`src/rtl/tt_um_sunaofurukawa_cpu_pkg.sv`:
```
// Opcodes and execute-FSM encoding shared by the register-file CPU and its multiplier.
package tt_um_sunaofurukawa_cpu_pkg;

  localparam logic [3:0] OP_NOP = 4'h0;
  localparam logic [3:0] OP_ADD = 4'h1;
  localparam logic [3:0] OP_SUB = 4'h2;
  localparam logic [3:0] OP_AND = 4'h3;
  localparam logic [3:0] OP_OR  = 4'h4;
  localparam logic [3:0] OP_NOT = 4'h5;
  localparam logic [3:0] OP_XOR = 4'h6;
  localparam logic [3:0] OP_SHL = 4'h7;
  localparam logic [3:0] OP_SHR = 4'h8;
  localparam logic [3:0] OP_LDI = 4'h9;
  localparam logic [3:0] OP_MUL = 4'hA;
  localparam logic [3:0] OP_OUT = 4'hB;

  typedef enum logic {
    EXEC     = 1'b0,
    MUL_BUSY = 1'b1
  } exec_state_e;

endpackage

```
`src/rtl/tt_um_sunaofurukawa_cpu_rf_if.sv`:
```
// Instruction feed and result pins between the host and the register-file CPU.
interface tt_um_sunaofurukawa_cpu_rf_if #(
  parameter int DATA_W = 8,
  parameter int NREG   = 4
);
  localparam int RW = $clog2(NREG);

  logic              instr_valid;
  logic              instr_ready;
  logic [3:0]        op;
  logic [RW-1:0]     rd;
  logic [RW-1:0]     rs;
  logic              src_sel;
  logic [DATA_W-1:0] imm;
  logic [DATA_W-1:0] out_data;
  logic              out_valid;
  logic              flag_z;
  logic              flag_c;

  modport master (
    output instr_valid, op, rd, rs, src_sel, imm,
    input  instr_ready, out_data, out_valid, flag_z, flag_c
  );

  modport slave (
    input  instr_valid, op, rd, rs, src_sel, imm,
    output instr_ready, out_data, out_valid, flag_z, flag_c
  );
endinterface

```
`src/rtl/tt_um_sunaofurukawa_cpu_mul_serial.sv`:
```
// Unsigned shift-add multiplier: one multiplier bit per enabled cycle, DATA_W cycles total.
module tt_um_sunaofurukawa_cpu_mul_serial #(
  parameter int DATA_W = 8
) (
  input  logic                clk,
  input  logic                rst_n,
  input  logic                en,
  input  logic                start,
  input  logic [DATA_W-1:0]   a,
  input  logic [DATA_W-1:0]   b,
  output logic                busy,
  output logic                done,
  output logic [2*DATA_W-1:0] product
);
  localparam int CW = $clog2(DATA_W + 1);

  logic [2*DATA_W-1:0] acc;
  logic [2*DATA_W-1:0] mcand;
  logic [DATA_W-1:0]   mplier;
  logic [CW-1:0]       cnt;
  logic [2*DATA_W-1:0] acc_next;

  assign acc_next = acc + (mplier[0] ? mcand : '0);
  // product is valid combinationally during the final iteration so the
  // caller can write back on the same edge that retires it
  assign done     = busy & (cnt == CW'(1));
  assign product  = acc_next;

  always_ff @(posedge clk or negedge rst_n) begin
    if (!rst_n) begin
      acc    <= '0;
      mcand  <= '0;
      mplier <= '0;
      cnt    <= '0;
      busy   <= 1'b0;
    end else if (en) begin
      if (start && !busy) begin
        acc    <= '0;
        mcand  <= {{DATA_W{1'b0}}, a};
        mplier <= b;
        cnt    <= CW'(DATA_W);
        busy   <= 1'b1;
      end else if (busy) begin
        acc    <= acc_next;
        mcand  <= mcand << 1;
        mplier <= mplier >> 1;
        cnt    <= cnt - CW'(1);
        if (cnt == CW'(1)) busy <= 1'b0;
      end
    end
  end
endmodule

```
`src/rtl/tt_um_sunaofurukawa_cpu_rf.sv`:
```
// Register-file CPU: single-entry fetch latch (S1) feeding an execute stage with a serial multiply.
//   state    | meaning
//   EXEC     | S1 instruction executes this cycle (single-cycle ops, MUL launch)
//   MUL_BUSY | multiplier iterating; S1 holds, writeback on the final iteration
module tt_um_sunaofurukawa_cpu_rf
  import tt_um_sunaofurukawa_cpu_pkg::*;
#(
  parameter int DATA_W = 8,
  parameter int NREG   = 4
) (
  input  logic clk,
  input  logic rst_n,
  input  logic ena,
  tt_um_sunaofurukawa_cpu_rf_if.slave bus
);
  localparam int RW = $clog2(NREG);

  logic [DATA_W-1:0] regs [NREG];
  logic              s1_valid;
  logic [3:0]        s1_op;
  logic [RW-1:0]     s1_rd;
  logic [RW-1:0]     s1_rs;
  logic              s1_src_sel;
  logic [DATA_W-1:0] s1_imm;
  exec_state_e       state, state_next;
  logic [RW-1:0]     mul_rd;
  logic [DATA_W-1:0] out_data_q;
  logic              out_valid_q, flag_z_q, flag_c_q;

  logic              accept, exec_fire, mul_wb;
  logic [DATA_W-1:0] op_a, op_b, alu_r, wr_data;
  logic              alu_c, alu_wr, alu_c_en, is_mul, is_out;
  logic              wr_en, c_en, c_next;
  logic [RW-1:0]     wr_addr;
  logic              mul_busy, mul_done;
  logic [2*DATA_W-1:0] mul_product;

  assign bus.instr_ready = rst_n & ena & (!s1_valid | (state == EXEC & !mul_busy));
  assign accept          = bus.instr_valid & bus.instr_ready;
  assign exec_fire       = ena & s1_valid & (state == EXEC);
  assign mul_wb          = ena & (state == MUL_BUSY) & mul_done;
  assign op_a            = regs[s1_rd];
  assign op_b            = s1_src_sel ? regs[s1_rs] : s1_imm;

  assign bus.out_data  = out_data_q;
  assign bus.out_valid = out_valid_q;
  assign bus.flag_z    = flag_z_q;
  assign bus.flag_c    = flag_c_q;

  tt_um_sunaofurukawa_cpu_mul_serial #(.DATA_W(DATA_W)) u_mul (
    .clk    (clk),
    .rst_n  (rst_n),
    .en     (ena),
    .start  (exec_fire & is_mul),
    .a      (op_a),
    .b      (op_b),
    .busy   (mul_busy),
    .done   (mul_done),
    .product(mul_product)
  );

  always_comb begin
    alu_r    = '0;
    alu_c    = flag_c_q;
    alu_wr   = 1'b0;
    alu_c_en = 1'b0;
    is_mul   = 1'b0;
    is_out   = 1'b0;
    case (s1_op)
      OP_ADD: begin {alu_c, alu_r} = {1'b0, op_a} + {1'b0, op_b}; alu_wr = 1'b1; alu_c_en = 1'b1; end
      OP_SUB: begin {alu_c, alu_r} = {1'b0, op_a} - {1'b0, op_b}; alu_wr = 1'b1; alu_c_en = 1'b1; end
      OP_AND: begin alu_r = op_a & op_b; alu_wr = 1'b1; end
      OP_OR:  begin alu_r = op_a | op_b; alu_wr = 1'b1; end
      OP_NOT: begin alu_r = ~op_a;       alu_wr = 1'b1; end
      OP_XOR: begin alu_r = op_a ^ op_b; alu_wr = 1'b1; end
      OP_SHL: begin alu_r = {op_a[DATA_W-2:0], 1'b0}; alu_c = op_a[DATA_W-1]; alu_wr = 1'b1; alu_c_en = 1'b1; end
      OP_SHR: begin alu_r = {1'b0, op_a[DATA_W-1:1]}; alu_c = op_a[0];        alu_wr = 1'b1; alu_c_en = 1'b1; end
      OP_LDI: begin alu_r = op_b; alu_wr = 1'b1; end
      OP_MUL: is_mul = 1'b1;
      OP_OUT: is_out = 1'b1;
      default: ;
    endcase
  end

  // MUL writeback and S1 execution are exclusive: S1 only executes in EXEC
  always_comb begin
    wr_en   = 1'b0;
    wr_data = alu_r;
    wr_addr = s1_rd;
    c_en    = 1'b0;
    c_next  = alu_c;
    if (mul_wb) begin
      wr_en   = 1'b1;
      wr_data = mul_product[DATA_W-1:0];
      wr_addr = mul_rd;
      c_en    = 1'b1;
      c_next  = |mul_product[2*DATA_W-1:DATA_W];
    end else if (exec_fire) begin
      wr_en = alu_wr;
      c_en  = alu_c_en;
    end
  end

  always_comb begin
    state_next = state;
    case (state)
      EXEC:     if (exec_fire & is_mul) state_next = MUL_BUSY;
      MUL_BUSY: if (mul_wb)             state_next = EXEC;
      default:                          state_next = EXEC;
    endcase
  end

  always_ff @(posedge clk or negedge rst_n) begin
    if (!rst_n) state <= EXEC;
    else        state <= state_next;
  end

  always_ff @(posedge clk or negedge rst_n) begin
    if (!rst_n) begin
      for (int i = 0; i < NREG; i++) regs[i] <= '0;
      s1_valid    <= 1'b0;
      s1_op       <= OP_NOP;
      s1_rd       <= '0;
      s1_rs       <= '0;
      s1_src_sel  <= 1'b0;
      s1_imm      <= '0;
      mul_rd      <= '0;
      out_data_q  <= '0;
      out_valid_q <= 1'b0;
      flag_z_q    <= 1'b0;
      flag_c_q    <= 1'b0;
    end else begin
      // a pulse, not held state: it drops even while ena is low
      out_valid_q <= exec_fire & is_out;
      if (ena) begin
        if (accept) begin
          s1_valid   <= 1'b1;
          s1_op      <= bus.op;
          s1_rd      <= bus.rd;
          s1_rs      <= bus.rs;
          s1_src_sel <= bus.src_sel;
          s1_imm     <= bus.imm;
        end else if (exec_fire) begin
          s1_valid <= 1'b0;
        end
        if (wr_en) begin
          regs[wr_addr] <= wr_data;
          flag_z_q      <= (wr_data == '0);
        end
        if (c_en) flag_c_q <= c_next;
        if (exec_fire & is_mul) mul_rd <= s1_rd;
        if (exec_fire & is_out) out_data_q <= op_a;
      end
    end
  end
endmodule
```
`src/flat_wrapper.sv`:
```
// flat-port wrapper written by rule: the top's interface ports become plain ports
module tt_um_sunaofurukawa_cpu_rf_flat import tt_um_sunaofurukawa_cpu_pkg::*;
#(
  parameter int DATA_W = 8,
  parameter int NREG   = 4
)
  (clk, rst_n, ena, bus_instr_valid, bus_op, bus_rd, bus_rs, bus_src_sel, bus_imm, bus_instr_ready, bus_out_data, bus_out_valid, bus_flag_z, bus_flag_c);
  tt_um_sunaofurukawa_cpu_rf_if #(.DATA_W(DATA_W), .NREG(NREG)) bus_i ();
  input  logic clk;
  input  logic rst_n;
  input  logic ena;
  input wire logic [$bits(bus_i.instr_valid)-1:0] bus_instr_valid;
  input wire logic [$bits(bus_i.op)-1:0] bus_op;
  input wire logic [$bits(bus_i.rd)-1:0] bus_rd;
  input wire logic [$bits(bus_i.rs)-1:0] bus_rs;
  input wire logic [$bits(bus_i.src_sel)-1:0] bus_src_sel;
  input wire logic [$bits(bus_i.imm)-1:0] bus_imm;
  output wire logic [$bits(bus_i.instr_ready)-1:0] bus_instr_ready;
  output wire logic [$bits(bus_i.out_data)-1:0] bus_out_data;
  output wire logic [$bits(bus_i.out_valid)-1:0] bus_out_valid;
  output wire logic [$bits(bus_i.flag_z)-1:0] bus_flag_z;
  output wire logic [$bits(bus_i.flag_c)-1:0] bus_flag_c;
  assign bus_i.instr_valid = bus_instr_valid;
  assign bus_i.op = bus_op;
  assign bus_i.rd = bus_rd;
  assign bus_i.rs = bus_rs;
  assign bus_i.src_sel = bus_src_sel;
  assign bus_i.imm = bus_imm;
  assign bus_instr_ready = bus_i.instr_ready;
  assign bus_out_data = bus_i.out_data;
  assign bus_out_valid = bus_i.out_valid;
  assign bus_flag_z = bus_i.flag_z;
  assign bus_flag_c = bus_i.flag_c;
  tt_um_sunaofurukawa_cpu_rf #(.DATA_W(DATA_W), .NREG(NREG)) u_core (.clk(clk), .rst_n(rst_n), .ena(ena), .bus(bus_i));
endmodule
```
`config.mk`:
```
export PLATFORM = sky130hd
export DESIGN_NAME = tt_um_sunaofurukawa_cpu_rf_flat
export DESIGN_NICKNAME = d
export VERILOG_FILES = /design/src/rtl/tt_um_sunaofurukawa_cpu_pkg.sv /design/src/rtl/tt_um_sunaofurukawa_cpu_rf_if.sv /design/src/rtl/tt_um_sunaofurukawa_cpu_mul_serial.sv /design/src/rtl/tt_um_sunaofurukawa_cpu_rf.sv /design/src/flat_wrapper.sv
export SDC_FILE = /design/constraint.sdc
export NUM_CORES = 1
export LEC_CHECK = 0
export CAP_MARGIN = 40
export CORE_MARGIN = 5
export CORE_UTILIZATION = 50
export CTS_CLUSTER_DIAMETER = 80
export CTS_CLUSTER_SIZE = 12
export DETAILED_ROUTE_END_ITERATION = 16
export GPL_TIMING_DRIVEN = 0
export PLACE_DENSITY = 0.73
export SKIP_CTS_REPAIR_TIMING = 1
export SLEW_MARGIN = 5
export SYNTH_ARGS = -nofsm -noshare
export SYNTH_HDL_FRONTEND = slang
export SYNTH_HIERARCHICAL = 1
export SYNTH_SLANG_ARGS = --single-unit
```
`constraint.sdc`:
```
create_clock -name clk -period 3.3 [get_ports clk]
set_input_delay 0.66 -clock clk [delete_from_list [all_inputs] [get_ports clk]]
set_output_delay 0.66 -clock clk [all_outputs]
set_load 0.05 [all_outputs]
```
==> results.json, run 1 <==
{
  "pin_count": 33,
  "die-width_um": 132,
  "irDropWorstVdd_v": 0.000560,
  "timing.final.ws_setup_ps": -480,
  "vias_per_cell": 6.40,
  "row_count": 44,
  "yosysUniqueCellTypes": 77,
  "clock_latency_ps": 360,
  "synth_top_flop_cell": "dfrtp_1",
  "synth_nets": 789,
  "pre_cts_ws_ps": -970,
  "timing.critical_path.slowest_cell_delay_ps": 520,
  "initial_core_util": 0.509,
  "drtAntennaViolNets": 0,
  "synth_edf_count": 0,
  "crit_path_end_kind": "flip-flop",
  "wl_per_cell_um": 21.9,
  "required_ps": 3570,
  "cp.arrival_ps": 4050,
  "finalNetCount": 862,
  "synth_cells": 724,
  "io_buffers": 32,
  "die_h_um": 132,
  "cts.htree.levels": 3,
  "clock_sinks": 109,
  "crit_type": "flip-flop to flip-flop",
  "skew_ps": 8.49,
  "hold_violations": 0,
  "cts_tree": "yes",
  "maxCapViolCount": 0,
  "wirelength_mm": 21.6,
  "grt_max_degree": 64,
  "drc": 0,
  "p_per_area_nw_per_um2": 747,
  "ys_ff_latch": 109,
  "drv_slew": 0,
  "r2r_cells": 13,
  "cts_made_buffers": 9,
  "p_leak_nw": 3.89,
  "dp_hpwl_mm": 15.5,
  "clk_pin_slew_ps": 80,
  "antennaDiodeCount": 0,
  "critical_path.startpoint_type": "flip-flop",
  "drive_gt1_frac": 0.264,
  "min_path_type": "primary input to async pin",
  "dr.pass1.iters": 5,
  "tightest_slew_ps": 788,
  "drt_iter0_drc": 531,
  "setup_viol": 49,
  "area_growth_pct": 20.5,
  "rr_endpoint": "u_core/bus.flag_z",
  "gp_congestion": 0.969,
  "rsz0062_at_grt": "true",
  "synth_area_um2": 7400,
  "slew_headroom": 0.467,
  "violations": "setup timing",
  "setup_tns_ps": -4920,
  "die-area_um2": 17300,
  "core-area_um2": 14500,
  "reg2reg_slack_ps": -480,
  "worstReg2RegStart": "u_core/s1_rs[0]",
  "syn_avg_cell_area_um2": 10.2,
  "path_common_cell": "o31ai_2",
  "ys_warn_count": 6,
  "grt_pass1_vias": 6186,
  "finalCriticalPeriod_ps": 3780,
  "grt_usage": 0.239,
  "cp_slowest_cell": "mux4_2",
  "crit_fanout": 4,
  "fmax_mhz": 265,
  "vias": 6306,
  "clockRootBuffer": "clkbuf_16",
  "clock_path_buffers": 2,
  "antenna_found_initial": 0,
  "fin_crit_sh": 1.15,
  "seq_area_frac_synth": 0.369,
  "crit_path_cell_trace": "buf_12, mux4_2, mux2i_4, inv_2, ha_4, fa_1, mux2_2, a222oi_1, o31ai_2, o31ai_2, nand3_1, or4_4, o31ai_2",
  "gr-total-overflow": 0,
  "grt_first_pass_wirelength_mm": 33.4,
  "outcome": "finished, violations left",
  "async_flop_share": 1.00
}
-- registers in the layout (all words and copies together) (netlist names) --
signal and flops:
u_core/bus.flag_c 1, u_core/bus.flag_z 1, u_core/bus.out_data 8, u_core/bus.out_valid 1
u_core/mul_rd 2, u_core/regs 32, u_core/s1_imm 8, u_core/s1_op 4
u_core/s1_rd 2, u_core/s1_rs 2, u_core/s1_src_sel 1, u_core/s1_valid 1
u_core/state 1, u_core/u_mul/acc 16, u_core/u_mul/busy 1, u_core/u_mul/cnt 4
u_core/u_mul/mcand 16, u_core/u_mul/mplier 8
-- synth_stat cells (12+ instances only) --
cell      number  share of area
mux2_2        59          0.090
nor3_1        12         0.0081
o21ai_0       42          0.028
a32o_1        15          0.020
a21oi_1       42          0.028
nand3_1       13         0.0088
nor2_1        26          0.013
mux2i_1       13          0.018
inv_1         27          0.014
clkbuf_1      35          0.018
and2_1        19          0.016
dfrtp_1      109           0.37
ha_1          41          0.069
nand2_1       66          0.033
-- layout by cell type, fill, tap and decap left out, types with 5 or more instances in the layout --
cell type        synthesis  layout
a32o_1                  15      14
nand3_1                 13      11
ha_4                     0       5
buf_2                    7       8
nand2b_1                10      10
nand4_1                  5       5
clkdlybuf4s50_1          0      31
and3_1                   7       7
a21oi_1                 42      40
buf_4                    0      33
clkbuf_16                0      10
mux2_4                   0      10
nor2b_1                  6       5
o22ai_1                 10      10
mux2i_1                 13       8
o21ai_0                 42      38
nand2_1                 66      65
ha_1                    41      34
nor3b_1                  7       7
dfrtp_2                  0       5
xor2_1                   8       8
mux2_2                  59      49
inv_1                   27      22
nand3b_1                 6       6
and2_1                  19      19
a22o_1                  11      11
mux2i_4                  1       5
o31ai_2                  4       7
clkbuf_1                35      25
mux4_2                  10      15
dfrtp_1                109     104
nor2_1                  26      25
nor3_1                  12       9
a21o_1                   8       8
-- power by group --
group / switching, mW / leakage (nW) / internal, mW / total [mW]
clock network: 0.525 / 0.143 / 0.562 / 1.09
registers: 0.302 / 1.45 / 1.65 / 1.95
logic: 1.97 / 2.29 / 1.65 / 3.62
total: 2.79 / 3.89 / 3.86 / 6.65
-- final cells by class --
class | count | area [um2]
Buffer | 40 | 191
Clock buffer | 11 | 253
Clock inverter | 5 | 42.5
Fill cell | 1192 | 5620
Inverter | 27 | 104
Multi-Input combinational cell | 542 | 4710
Sequential cell | 109 | 2730
Tap cell | 184 | 230
Timing Repair Buffer | 68 | 646
-- cell families after synthesis --
family,after synthesis,share of synthesized area
buffers and inverters,73,0.0404
xor gates and xnor gates,13,0.0154
adders and majority gates,44,0.0775
AOI/OAI and AO/OA,196,0.192
DFF,109,0.369
and+or+nand+nor,200,0.144
muxes,89,0.162
-- worst max path at each step --
stage | start | end | slack, ps | cells past startpoint
floorplan | u_core/s1_rs[0] | u_core/bus.flag_z | -260 | 13
finish | u_core/s1_rs[0] | u_core/bus.flag_z | -480 | 13
global placement | rst_n | bus_instr_ready | -3390 | 3
detailed placement | u_core/s1_rs[1] | u_core/bus.flag_z | -970 | 13
CTS | u_core/s1_rs[1] | u_core/bus.flag_z | -970 | 13
global route | u_core/s1_rs[0] | u_core/bus.flag_z | -650 | 13
-- critical path: cells and delay by family, from the launching register on --
kind | cells | cell delay (ps)
flops | 1 | 390
buf+inv | 2 | 220
simple gates | 2 | 530
compound gates | 4 | 970
fa+ha+maj | 2 | 600
mux | 3 | 970
-- per-stage QoR --
stage | instances | power, mW | hold slack [ps] | utilization | cell area (um2)
after detailed placement | 945 | 4.66 | 486 | 0.550 | 8000
after floorplan | 724 | 3.83 | 364 | - | 7390
after CTS | 961 | 5.76 | 335 | 0.571 | 8290
final | 986 | 6.65 | 219 | 0.613 | 8910
after global placement | 940 | 4.55 | 469 | 0.547 | 7940
after global routing | 986 | 7.02 | 256 | 0.613 | 8910
-- routing by layer --
metal / track usage / routed length [um] / up-vias
met2: 0.410 / 10900 / 232
met1: 0.301 / 8770 / 3175
met4: 0.0789 / 716 / 0
met3: 0.0489 / 1240 / 57
met5: 0 / 0 / -
li1: - / - / 2842
No activity file was read; power rests on OpenSTA's default activity.
==> inputs of run 2 (changes only) <==
CAP_MARGIN = default   (was 40)
==> run 2 against run 1 <==
Effect of this change:
- the run still ends with setup timing left
- global-route usage about the same
- critical path depth unchanged
- sequential power barely moved
- sequential share of layout area up 0.52 points
- die area is the same
- clock power grew 15%
- routed wire length is 3.2% lower
- sequential cell count unchanged
- cell area down 1.7%
- register-to-register slack worse by 130 ps
- first-iteration DRC count decreased by 13%
- clock skew decreased by 1.5 ps
==> results.json, run 2 (synthesized netlist as in run 1, its figures left out) <==
{
  "outcome": "finished, violations left",
  "violations": "setup timing",
  "clock_path_buffers": 2,
  "fillers": 1261,
  "pre_cts_ws_ps": -959,
  "setup_viol": 19,
  "dr.pass1.iters": 5,
  "cpLargestDelayFamily": "compound AO/OA/AOI/OAI gates",
  "vias": 6262,
  "finalNetCount": 854,
  "grt_usage": 0.239,
  "cts_tree": "yes",
  "cp.arrival_ps": 4180,
  "cts_made_buffers": 9,
  "pin_count": 33,
  "wirelength_mm": 20.9,
  "crit_path_cell_trace": "buf_12, mux4_2, mux2i_4, inv_2, ha_4, fa_2, mux2_2, a222oi_1, o31ai_2, o31ai_2, nand3_1, or4_4, o31ai_4",
  "rsz0062_at_grt": "true",
  "drt_iter0_drc": 460,
  "irDropWorstVdd_v": 0.000514,
  "timing.final.ws_setup_ps": -607,
  "cp_slowest_cell": "mux4_2",
  "largest_register_ffs": 32,
  "crit_path_end_kind": "flip-flop",
  "grt_max_degree": 64,
  "placedCellCount": 941,
  "crit_fanout": 5,
  "crit_type": "flip-flop to flip-flop",
  "drv_slew": 0,
  "power.total_mw": 6.42,
  "wl_per_cell_um": 21.5,
  "die-width_um": 132,
  "die_h_um": 132,
  "path_common_cell": "o31ai_2",
  "initial_core_util": 0.509,
  "io_buffers": 32,
  "timing.critical_path.slowest_cell_delay_ps": 520,
  "vias_per_cell": 6.42,
  "p_leak_nw": 3.82,
  "register_area_um2": 2730,
  "drive_gt1_frac": 0.242,
  "drtAntennaViolNets": 0,
  "gp_congestion": 0.969,
  "finalCriticalPeriod_ps": 3910,
  "slew_headroom": 0.179,
  "drc": 0,
  "clock_sinks": 109,
  "fmax_mhz": 256,
  "hold_violations": 0,
  "clock_latency_ps": 360,
  "area_growth_pct": 18.5,
  "crit_buf_inv": 2,
  "required_ps": 3570,
  "critical_path.startpoint_type": "flip-flop",
  "cts.htree.levels": 3,
  "final_common_cell": "dfrtp_1",
  "layout_common_cells": "dfrtp_1, nand2_1, mux2_2",
  "skew_ps": 7.03,
  "min_path_type": "primary input to async pin",
  "gr-total-overflow": 0,
  "tightest_slew_ps": 1230,
  "clk_pin_slew_ps": 70,
  "row_count": 44,
  "maxCapViolCount": 0,
  "core-area_um2": 14500,
  "fin_crit_sh": 1.18,
  "dp_hpwl_mm": 15.4,
  "grt_pass1_vias": 6404,
  "fin_cells": 976,
  "antenna_found_initial": 0,
  "reg.largest.list": "u_core/regs (32), u_core/u_mul/acc (16), u_core/u_mul/mcand (16)",
  "postLayoutCoreUtil": 0.603,
  "largest-register": "u_core/regs",
  "p_per_area_nw_per_um2": 733,
  "grt_first_pass_wirelength_mm": 33.4,
  "clockRootBuffer": "clkbuf_16",
  "multiInputGateArea_um2": 4600,
  "antennaDiodeCount": 0,
  "die-area_um2": 17300
}
-- run 2: cell count changes in the layout (fill, tap and decap cells not counted), sizes merged --
| cell | before | now |
|---|---|---|
| clkbuf | 40 | 41 |
| bufinv | 0 | 3 |
| clkinv | 2 | 0 |
| buf | 48 | 38 |
| inv | 29 | 27 |
-- run 2: stage by stage --
stage / instance area (um2) / hold slack, ps / TNS [ps]
after global placement: 7940 / 469 / -353130
after floorplan: 7390 / 364 / -258
after global routing: 8760 / 251 / -5610
after detailed placement: 7970 / 486 / -27960
final: 8760 / 218 / -3190
after CTS: 8310 / 342 / -14470
-- run 2: cell type report --
| type | instances | share of cell area |
|---|---|---|
| Buffer | 40 | 0.0221 |
| Clock buffer | 10 | 0.0273 |
| Clock inverter | 4 | 0.0111 |
| Inverter | 27 | 0.0116 |
| Multi-Input combinational cell | 542 | 0.525 |
| Sequential cell | 109 | 0.312 |
| Tap cell | 184 | 0.0263 |
| Timing Repair Buffer | 60 | 0.0650 |
-- run 2: where the power goes --
part	internal [mW]	switching (mW)	total (mW)
clock	0.754	0.492	1.25
sequential	1.65	0.289	1.93
combinational	1.44	1.80	3.24
total	3.84	2.58	6.42
-- run 2: worst paths after layout --
| kind | from | endpoint | slack (ps) | cells after the start |
|---|---|---|---|---|
| hold / removal | rst_n | u_core/u_mul/acc[13] | 220 | 1 |
| max in group asynchronous | rst_n | u_core/s1_rd[1] | 2380 | 2 |
| hold reg to reg | u_core/u_mul/acc[15] | u_core/u_mul/acc[15] | 500 | 2 |
| min in group clk | u_core/u_mul/acc[15] | u_core/u_mul/acc[15] | 500 | 2 |
| setup reg to reg | u_core/s1_rs[0] | u_core/bus.flag_z | -610 | 13 |
| setup / recovery | u_core/s1_rs[0] | u_core/bus.flag_z | -610 | 13 |
-- run 2: layer usage --
metal	track usage	part of all wire	up-vias	routed length, um
met4	0.112	0.039	0	817
met2	0.413	0.50	204	10500
met5	0	0	-	0
li1	-	-	2832	-
met1	0.291	0.41	3160	8630
met3	0.0390	0.045	66	949
